`src/rtl/dmem_dump_engine_pkg.sv`:
```
// Shared definitions for the DMEM dump engine: FSM state encodings, the
// default ebreak encoding and the address tag of the optional checksum beat.
package dmem_dump_engine_pkg;

  typedef enum logic [2:0] {
    ST_RUN,
    ST_DRAIN,
    ST_READ,
    ST_CAPTURE,
    ST_EMIT,
    ST_CKSUM,   // load the checksum beat (DUMP_CHECKSUM_EN builds only)
    ST_CKEMIT,  // hold the checksum beat until accepted
    ST_DONE
  } state_e;

  localparam logic [31:0] EBREAK_WORD_DEF = 32'h0010_0073;
  localparam logic [31:0] CHECKSUM_ADDR   = 32'hFFFF_FFFC;
  localparam logic [31:0] CYC_SAT         = 32'hFFFF_FFFF;

  // DMEM word index -> byte address
  function automatic logic [31:0] word_to_byte(input logic [31:0] idx);
    return idx << 2;
  endfunction

endpackage

```
`src/rtl/dump_beat_reg.sv`:
```
// Output beat holding register: a load captures addr/data and raises valid,
// valid drops on the valid&&ready handshake. addr/data never move while valid.
module dump_beat_reg (
  input  logic        clk,
  input  logic        reset,
  input  logic        load_i,
  input  logic [31:0] addr_i,
  input  logic [31:0] data_i,
  input  logic        ready_i,
  output logic        valid_o,
  output logic [31:0] addr_o,
  output logic [31:0] data_o
);

  logic        valid_q;
  logic [31:0] addr_q;
  logic [31:0] data_q;

  // load has priority; a load is only issued while no beat is pending
  always_ff @(posedge clk) begin
    if (!reset) begin
      valid_q <= 1'b0;
      addr_q  <= '0;
      data_q  <= '0;
    end else if (load_i) begin
      valid_q <= 1'b1;
      addr_q  <= addr_i;
      data_q  <= data_i;
    end else if (valid_q && ready_i) begin
      valid_q <= 1'b0;
    end
  end

  assign valid_o = valid_q;
  assign addr_o  = addr_q;
  assign data_o  = data_q;

endmodule

```
`src/rtl/dmem_dump_engine.sv`:
```
// End-of-program DMEM dump engine. Watches the fetched instruction for ebreak
// (or a run-cycle timeout), drains the pipeline, halts the core and streams
// DMEM words 0..DUMP_WORDS-1 as (byte address, data) beats.
// Optional feature macro: DUMP_CHECKSUM_EN appends a mod-2^32 sum beat.
module dmem_dump_engine
  import dmem_dump_engine_pkg::*;
#(
  parameter int unsigned DUMP_WORDS     = 20,
  parameter int unsigned DMEM_ADDR_W    = 9,
  parameter int unsigned DRAIN_CYCLES   = 5,
  parameter int unsigned TIMEOUT_CYCLES = 20000,
  parameter logic [31:0] EBREAK_WORD    = EBREAK_WORD_DEF
) (
  input  logic                   clk,
  input  logic                   reset,
  input  logic [31:0]            inst_from_imem,
  output logic                   cpu_halt,
  output logic                   dmem_rd_en,
  output logic [DMEM_ADDR_W-1:0] dmem_rd_addr,
  input  logic [31:0]            dmem_rd_data,
  output logic                   out_valid,
  input  logic                   out_ready,
  output logic [31:0]            out_addr,
  output logic [31:0]            out_data,
  output logic [31:0]            cycle_count,
  output logic                   timed_out,
  output logic                   done
);

  localparam int unsigned DRW = $clog2(DRAIN_CYCLES + 1);
  localparam logic [DRW-1:0]         DRAIN_LAST = DRW'(DRAIN_CYCLES - 1);
  localparam logic [DMEM_ADDR_W-1:0] LAST_IDX   = DMEM_ADDR_W'(DUMP_WORDS - 1);
  localparam logic [31:0]            TO_LAST    = 32'(TIMEOUT_CYCLES - 1);

  state_e                 state_q;
  logic [DRW-1:0]         drn_q;
  logic [DMEM_ADDR_W-1:0] idx_q;
  logic                   halt_q, rd_en_q, to_q, done_q;
  logic [DMEM_ADDR_W-1:0] rd_addr_q;
  logic [31:0]            cyc_q;
`ifdef DUMP_CHECKSUM_EN
  logic [31:0]            sum_q;
`endif

  logic        beat_load_d;
  logic [31:0] beat_addr_d, beat_data_d;
  logic        hs;

  assign hs = out_valid && out_ready;

  // beat register load: a DMEM word in CAPTURE, the running sum in CKSUM
  always_comb begin
    beat_load_d = (state_q == ST_CAPTURE);
    beat_addr_d = word_to_byte(32'(idx_q));
    beat_data_d = dmem_rd_data;
`ifdef DUMP_CHECKSUM_EN
    if (state_q == ST_CKSUM) begin
      beat_load_d = 1'b1;
      beat_addr_d = CHECKSUM_ADDR;
      beat_data_d = sum_q;
    end
`endif
  end

  // control FSM; all core/DMEM-facing outputs are registered here
  always_ff @(posedge clk) begin
    if (!reset) begin
      state_q   <= ST_RUN;
      drn_q     <= '0;
      idx_q     <= '0;
      halt_q    <= 1'b0;
      rd_en_q   <= 1'b0;
      rd_addr_q <= '0;
      cyc_q     <= '0;
      to_q      <= 1'b0;
      done_q    <= 1'b0;
`ifdef DUMP_CHECKSUM_EN
      sum_q     <= '0;
`endif
    end else begin
      rd_en_q <= 1'b0;
      case (state_q)
        ST_RUN: begin
          // ebreak wins over a coincident timeout; count freezes on exit
          if (inst_from_imem == EBREAK_WORD) begin
            state_q <= ST_DRAIN;
            drn_q   <= '0;
          end else if (cyc_q == TO_LAST) begin
            state_q <= ST_DRAIN;
            drn_q   <= '0;
            to_q    <= 1'b1;
          end else if (cyc_q != CYC_SAT) begin
            cyc_q <= cyc_q + 32'd1;
          end
        end
        ST_DRAIN: begin
          if (drn_q == DRAIN_LAST) begin
            state_q   <= ST_READ;
            halt_q    <= 1'b1;
            rd_en_q   <= 1'b1;
            rd_addr_q <= idx_q;
          end else begin
            drn_q <= drn_q + 1'b1;
          end
        end
        ST_READ:    state_q <= ST_CAPTURE;
        ST_CAPTURE: begin
          state_q <= ST_EMIT;
`ifdef DUMP_CHECKSUM_EN
          sum_q   <= sum_q + dmem_rd_data;
`endif
        end
        ST_EMIT: begin
          if (hs) begin
            if (idx_q == LAST_IDX) begin
`ifdef DUMP_CHECKSUM_EN
              state_q <= ST_CKSUM;
`else
              state_q <= ST_DONE;
              done_q  <= 1'b1;
`endif
            end else begin
              idx_q     <= idx_q + 1'b1;
              state_q   <= ST_READ;
              rd_en_q   <= 1'b1;
              rd_addr_q <= idx_q + 1'b1;
            end
          end
        end
`ifdef DUMP_CHECKSUM_EN
        ST_CKSUM:  state_q <= ST_CKEMIT;
        ST_CKEMIT: begin
          if (hs) begin
            state_q <= ST_DONE;
            done_q  <= 1'b1;
          end
        end
`endif
        ST_DONE: state_q <= ST_DONE;
        default: state_q <= ST_RUN;
      endcase
    end
  end

  dump_beat_reg u_beat (
    .clk     (clk),
    .reset   (reset),
    .load_i  (beat_load_d),
    .addr_i  (beat_addr_d),
    .data_i  (beat_data_d),
    .ready_i (out_ready),
    .valid_o (out_valid),
    .addr_o  (out_addr),
    .data_o  (out_data)
  );

  assign cpu_halt     = halt_q;
  assign dmem_rd_en   = rd_en_q;
  assign dmem_rd_addr = rd_addr_q;
  assign cycle_count  = cyc_q;
  assign timed_out    = to_q;
  assign done         = done_q;

endmodule

```
`config.mk`:
```
export PLATFORM = sky130hd
export DESIGN_NAME = dmem_dump_engine
export DESIGN_NICKNAME = d
export VERILOG_FILES = /design/src/rtl/dmem_dump_engine_pkg.sv /design/src/rtl/dump_beat_reg.sv /design/src/rtl/dmem_dump_engine.sv
export SDC_FILE = /design/constraint.sdc
export NUM_CORES = 1
export LEC_CHECK = 0
export ABC_AREA = 0
export BUFFER_PORTS_ARGS = -buffer_cell sky130_fd_sc_hd__buf_2
export CAP_MARGIN = 5
export CORE_MARGIN = 3
export CORE_UTILIZATION = 45
export DETAILED_ROUTE_END_ITERATION = 12
export PLACE_DENSITY = 0.75
export SLEW_MARGIN = 20
export SYNTH_ARGS = -nofsm -noshare
export SYNTH_HDL_FRONTEND = slang
export SYNTH_SLANG_ARGS = --single-unit
```
`constraint.sdc`:
```
create_clock -name clk -period 2.21 [get_ports clk]
set_input_delay 0.221 -clock clk [delete_from_list [all_inputs] [get_ports clk]]
set_output_delay 0.221 -clock clk [all_outputs]
set_load 0.01 [all_outputs]
```
==> impl.org <==
** Run status
- Status :: complete, no violations

** Finish
- In the final layout, the share of cells above drive strength 1 is 0.3195.
- Diode insertion count for antenna repair :: 0
- The net count of the finished layout is 836.
- Leaving out fill and tap cells, the most frequent cell in the layout is sky130_fd_sc_hd__buf_2.
- The count of cells in the finished layout, fillers not included, comes to 903.
- Relative to the synthesized area, the layout overhead comes to 28.29%.
- Leading cell types in the layout, fill and taps excluded :: 153 x sky130_fd_sc_hd__buf_2, 115 x sky130_fd_sc_hd__nand2_1, 97 x sky130_fd_sc_hd__dfxtp_1

** Worst setup path
- For the worst flop-to-flop path, the logic depth is 7.
- At the worst endpoint, the required time is 2.52 ns.
- Capturing point of the worst reg2reg path :: cycle_count[7]
- Biggest fanout along the worst timing path :: 37
- Worst setup path category :: flip-flop to flip-flop
- The worst setup path is captured at a flip-flop.
- Worst EP arrival :: ~2.5 ns
- In this run the worst setup path terminates at cycle_count[7].
- Origin of the critical flop-to-flop path :: cycle_count[10]
- Reg-to-reg setup timing slack :: 0.05 ns
- Tracing the worst setup path back leads to its startpoint at cycle_count[10].
- The worst setup path is launched from a flip-flop.

** Clocking
- After clock tree synthesis, the clock-pin slew on the worst setup and hold paths is 0.10 ns.
- The later pin in the worst-skew pair is clocked with a latency of 0.37 ns.
- CTS H-tree lvls :: 3
- The clock passes through at most 2 buffers.
- After clock tree synthesis, the flow added hold-fix buffers numbering 0.
- Number of clock buffers inserted by TritonCTS :: 9
- Clock tree root driver cell :: sky130_fd_sc_hd__clkbuf_8
- TritonCTS clock tree :: built
- Counting every sink on the clock net gives 102.

** Placed design
- Number of buffers added on ports :: approximately 150
- After legalization and detailed placement, the total HPWL measured 9495 µm.
- The congestion estimate from routability-driven global placement came to 0.9064.
- Counting tap cells, the placed design contains a total of 886 instances.

** Logic synthesis
- Async S/R FF share, synth :: 0
- A synthesized cell averages roughly 8 µm².
- Number of flops mapped to enable cells by yosys :: 0
- Counting every instance in the synthesized netlist gives 590.
- Yosys printed 0 warnings.
- Most frequently used flop master after synthesis :: sky130_fd_sc_hd__dfxtp_1
- Of the synthesized area, sequential elements account for 0.4327.
- In this run, distinct cell masters in the synthesized netlist total 49.
- In this run, synthesis produced a sequential element count of between 100 and 150.
- The cell area that synthesis handed to floorplanning was 4720 µm².

** Power and ir drop
- Summed over all cells, the static leakage comes to 2.563 nW.
- Power per Cell Area :: 519.9 nW/µm²
- The worst-case IR drop observed on VDD is 0.3636 mV.

** Timing
- Total Neg Setup Slack :: 0 ns
- Setup repair after global routing could not meet its margin everywhere.
- The number of hold-slack violations in the final timing report is 0.
- In the finished design, the share of the clock period the worst path needs comes to 0.9791.
- The total count of max-transition violations in the final report is 0.
- Number of setup violations in the final report :: 0
- Final worst path period need :: about 2.2 ns
- Hold is met by 0.07829 ns.
- Across the routed clock network, the largest skew measured is 0.01092 ns.
- Static timing analysis puts the maximum clock frequency at 462.1 MHz.

** Global routing
- After global routing the overflow that remains totals 0.
- The number of antenna violations at the first check in global routing is 0.
- Tot GR Track Use :: 0.2188
- The number of global-route vias before repair was 4513.
- Largest net degree at the start of global routing :: 80
- The first global-routing pass estimated 20840 µm of wire.

** Min path
- Startpoint of the tightest hold check path :: dmem_rd_data[7]
- The worst hold path belongs to the class input pin to flip-flop.

** Floorplan
- In this run the standard cell core region covers between 9000 and 10000 µm².
- Die Y :: 108.4 µm
- Floorplan die width :: 108.4 µm
- Starting density of the core :: 0.4720
- The floorplan step defined a die boundary enclosing 11750 µm².
- Pin placement for this block handled 177 I/O pins.
- Row generation in the floorplan step produced 36 rows.

** Route
- Aggregate routed wire length :: 12950 µm
- Overall via count from detail_route :: roughly 4800
- In the routed design, unresolved DRC markers number 0.
- After the first detailed-routing iteration, the DRC count stood at between 300 and 400.
- The count of nets left with antenna violations once routing finished came out at 0.
- After detailed routing, the average wire length per cell comes to ~14 µm.
- Total iterations of the first detailed-routing run :: 4
- Dividing the detail-routed via count by the number of cells gives 5.332.

** Run
- Max-cap violations :: 0
-- metal layers --
layer / vias up / part of all wire / track usage
met2: 199 / 0.47 / 0.3650
li1: 2377 / - / -
met4: 0 / 0.016 / 0.08476
met1: 2220 / 0.42 / 0.2747
met5: - / 0 / 0
met3: 19 / 0.088 / 0.04896
-- synthesized netlist by cell type, types with 7 or more instances --
master / number / area [µm²]
sky130_fd_sc_hd__o21ai_0: 17 / 85.08
sky130_fd_sc_hd__nand3_1: 17 / 85.08
sky130_fd_sc_hd__inv_1: 7 / 26.28
sky130_fd_sc_hd__clkbuf_1: 26 / 97.59
sky130_fd_sc_hd__nor3_1: 8 / 40.04
sky130_fd_sc_hd__nand4_1: 19 / 118.9
sky130_fd_sc_hd__or4_1: 10 / 75.07
sky130_fd_sc_hd__a211oi_1: 9 / 67.56
sky130_fd_sc_hd__mux2i_1: 9 / 90.09
sky130_fd_sc_hd__xor2_1: 11 / 96.34
sky130_fd_sc_hd__a21oi_1: 68 / 340.3
sky130_fd_sc_hd__or3_1: 17 / 106.4
sky130_fd_sc_hd__nand2_1: 115 / 431.7
sky130_fd_sc_hd__buf_2: 9 / 45.04
sky130_fd_sc_hd__buf_4: 23 / 172.7
sky130_fd_sc_hd__o31ai_1: 8 / 60.06
sky130_fd_sc_hd__nor4_1: 16 / 100.1
sky130_fd_sc_hd__nor2_1: 38 / 142.6
sky130_fd_sc_hd__dfxtp_1: 102 / 2042
-- state kept, by name, indices dropped and copies added, names as in the netlist, 3 cells and up --
signal,count
drn_q,3
dmem_rd_addr,9
u_beat.data_o,32
u_beat.addr_o,9
cycle_count,32
idx_q,9
state_q,3
-- kinds of logic (layout without fill, tap and decap cells) --
| kind of cell | count (synthesis) | in the layout | share of synthesized area |
|---|---|---|---|
| mux | 9 | 9 | 0.01909 |
| simple gates | 274 | 274 | 0.2914 |
| other cells | 1 | 23 | 0.0007946 |
| compound gates | 113 | 113 | 0.1352 |
| flops | 102 | 102 | 0.4327 |
| buf+inv | 71 | 229 | 0.08059 |
| xor+xnor | 16 | 16 | 0.02969 |
| fa+ha+maj | 4 | 4 | 0.01060 |
-- how the worst min path moves through the flow --
stage,endpoint,slack (ns),depth (start not counted)
CTS,u_beat.data_o[7],0.06,3
global route,u_beat.data_o[18],0.07,3
detailed placement,u_beat.data_o[20],0.45,2
global placement,u_beat.data_o[31],0.44,2
finish,u_beat.data_o[7],0.08,3
floorplan,u_beat.data_o[0],0.36,2
-- worst max-delay path: stages, from the launching register on --
cell and delay (ns):
sky130_fd_sc_hd__dfxtp_1 0.33, sky130_fd_sc_hd__nand3_1 0.23, sky130_fd_sc_hd__nor4_1 0.14, sky130_fd_sc_hd__and4b_1 0.20
sky130_fd_sc_hd__or3_4 0.35, sky130_fd_sc_hd__buf_12 0.18, sky130_fd_sc_hd__or4_1 0.50, sky130_fd_sc_hd__a21oi_2 0.15
-- cell type report --
cell class | instances | area [µm²]
clock buffer | 11 | 151.4
clock inverter | 5 | 40.04
fill | 899 | 3945
inverter | 7 | 26.28
multi-input combinational | 439 | 2430
sequential | 102 | 2048
tap | 133 | 166.4
timing repair buffer | 206 | 1192
-- per-stage QoR --
step                      worst slack (ns)  power [W]  area, µm²  utilization
after floorplan                     0.1359   0.001982       4802            -
after global placement             0.02643   0.002035       5798       0.5798
after detailed placement          0.007814   0.002040       5798       0.5798
after CTS                          0.04328   0.003182       6005       0.6005
after global routing              -0.01754   0.003269       6055       0.6055
final                              0.04618   0.003148       6055       0.6055
-- repair_timing --
action	4_1_cts	5_1_grt
cloned	0	0
buffers inserted	0	1
hold endpoints to repair	0	0
pin swaps	0	5
endpoints found under the setup margin	2	11
resized for setup	3	14
-- where the power goes --
group	switching [W]	internal, W	total (W)	leakage [nW]
clock network	0.000664	0.000484	0.00115	0.101
registers	0.00000358	0.00184	0.00184	0.824
logic	0.0000876	0.0000670	0.000155	1.64
Note: power is estimated with default switching activity, not from simulation.
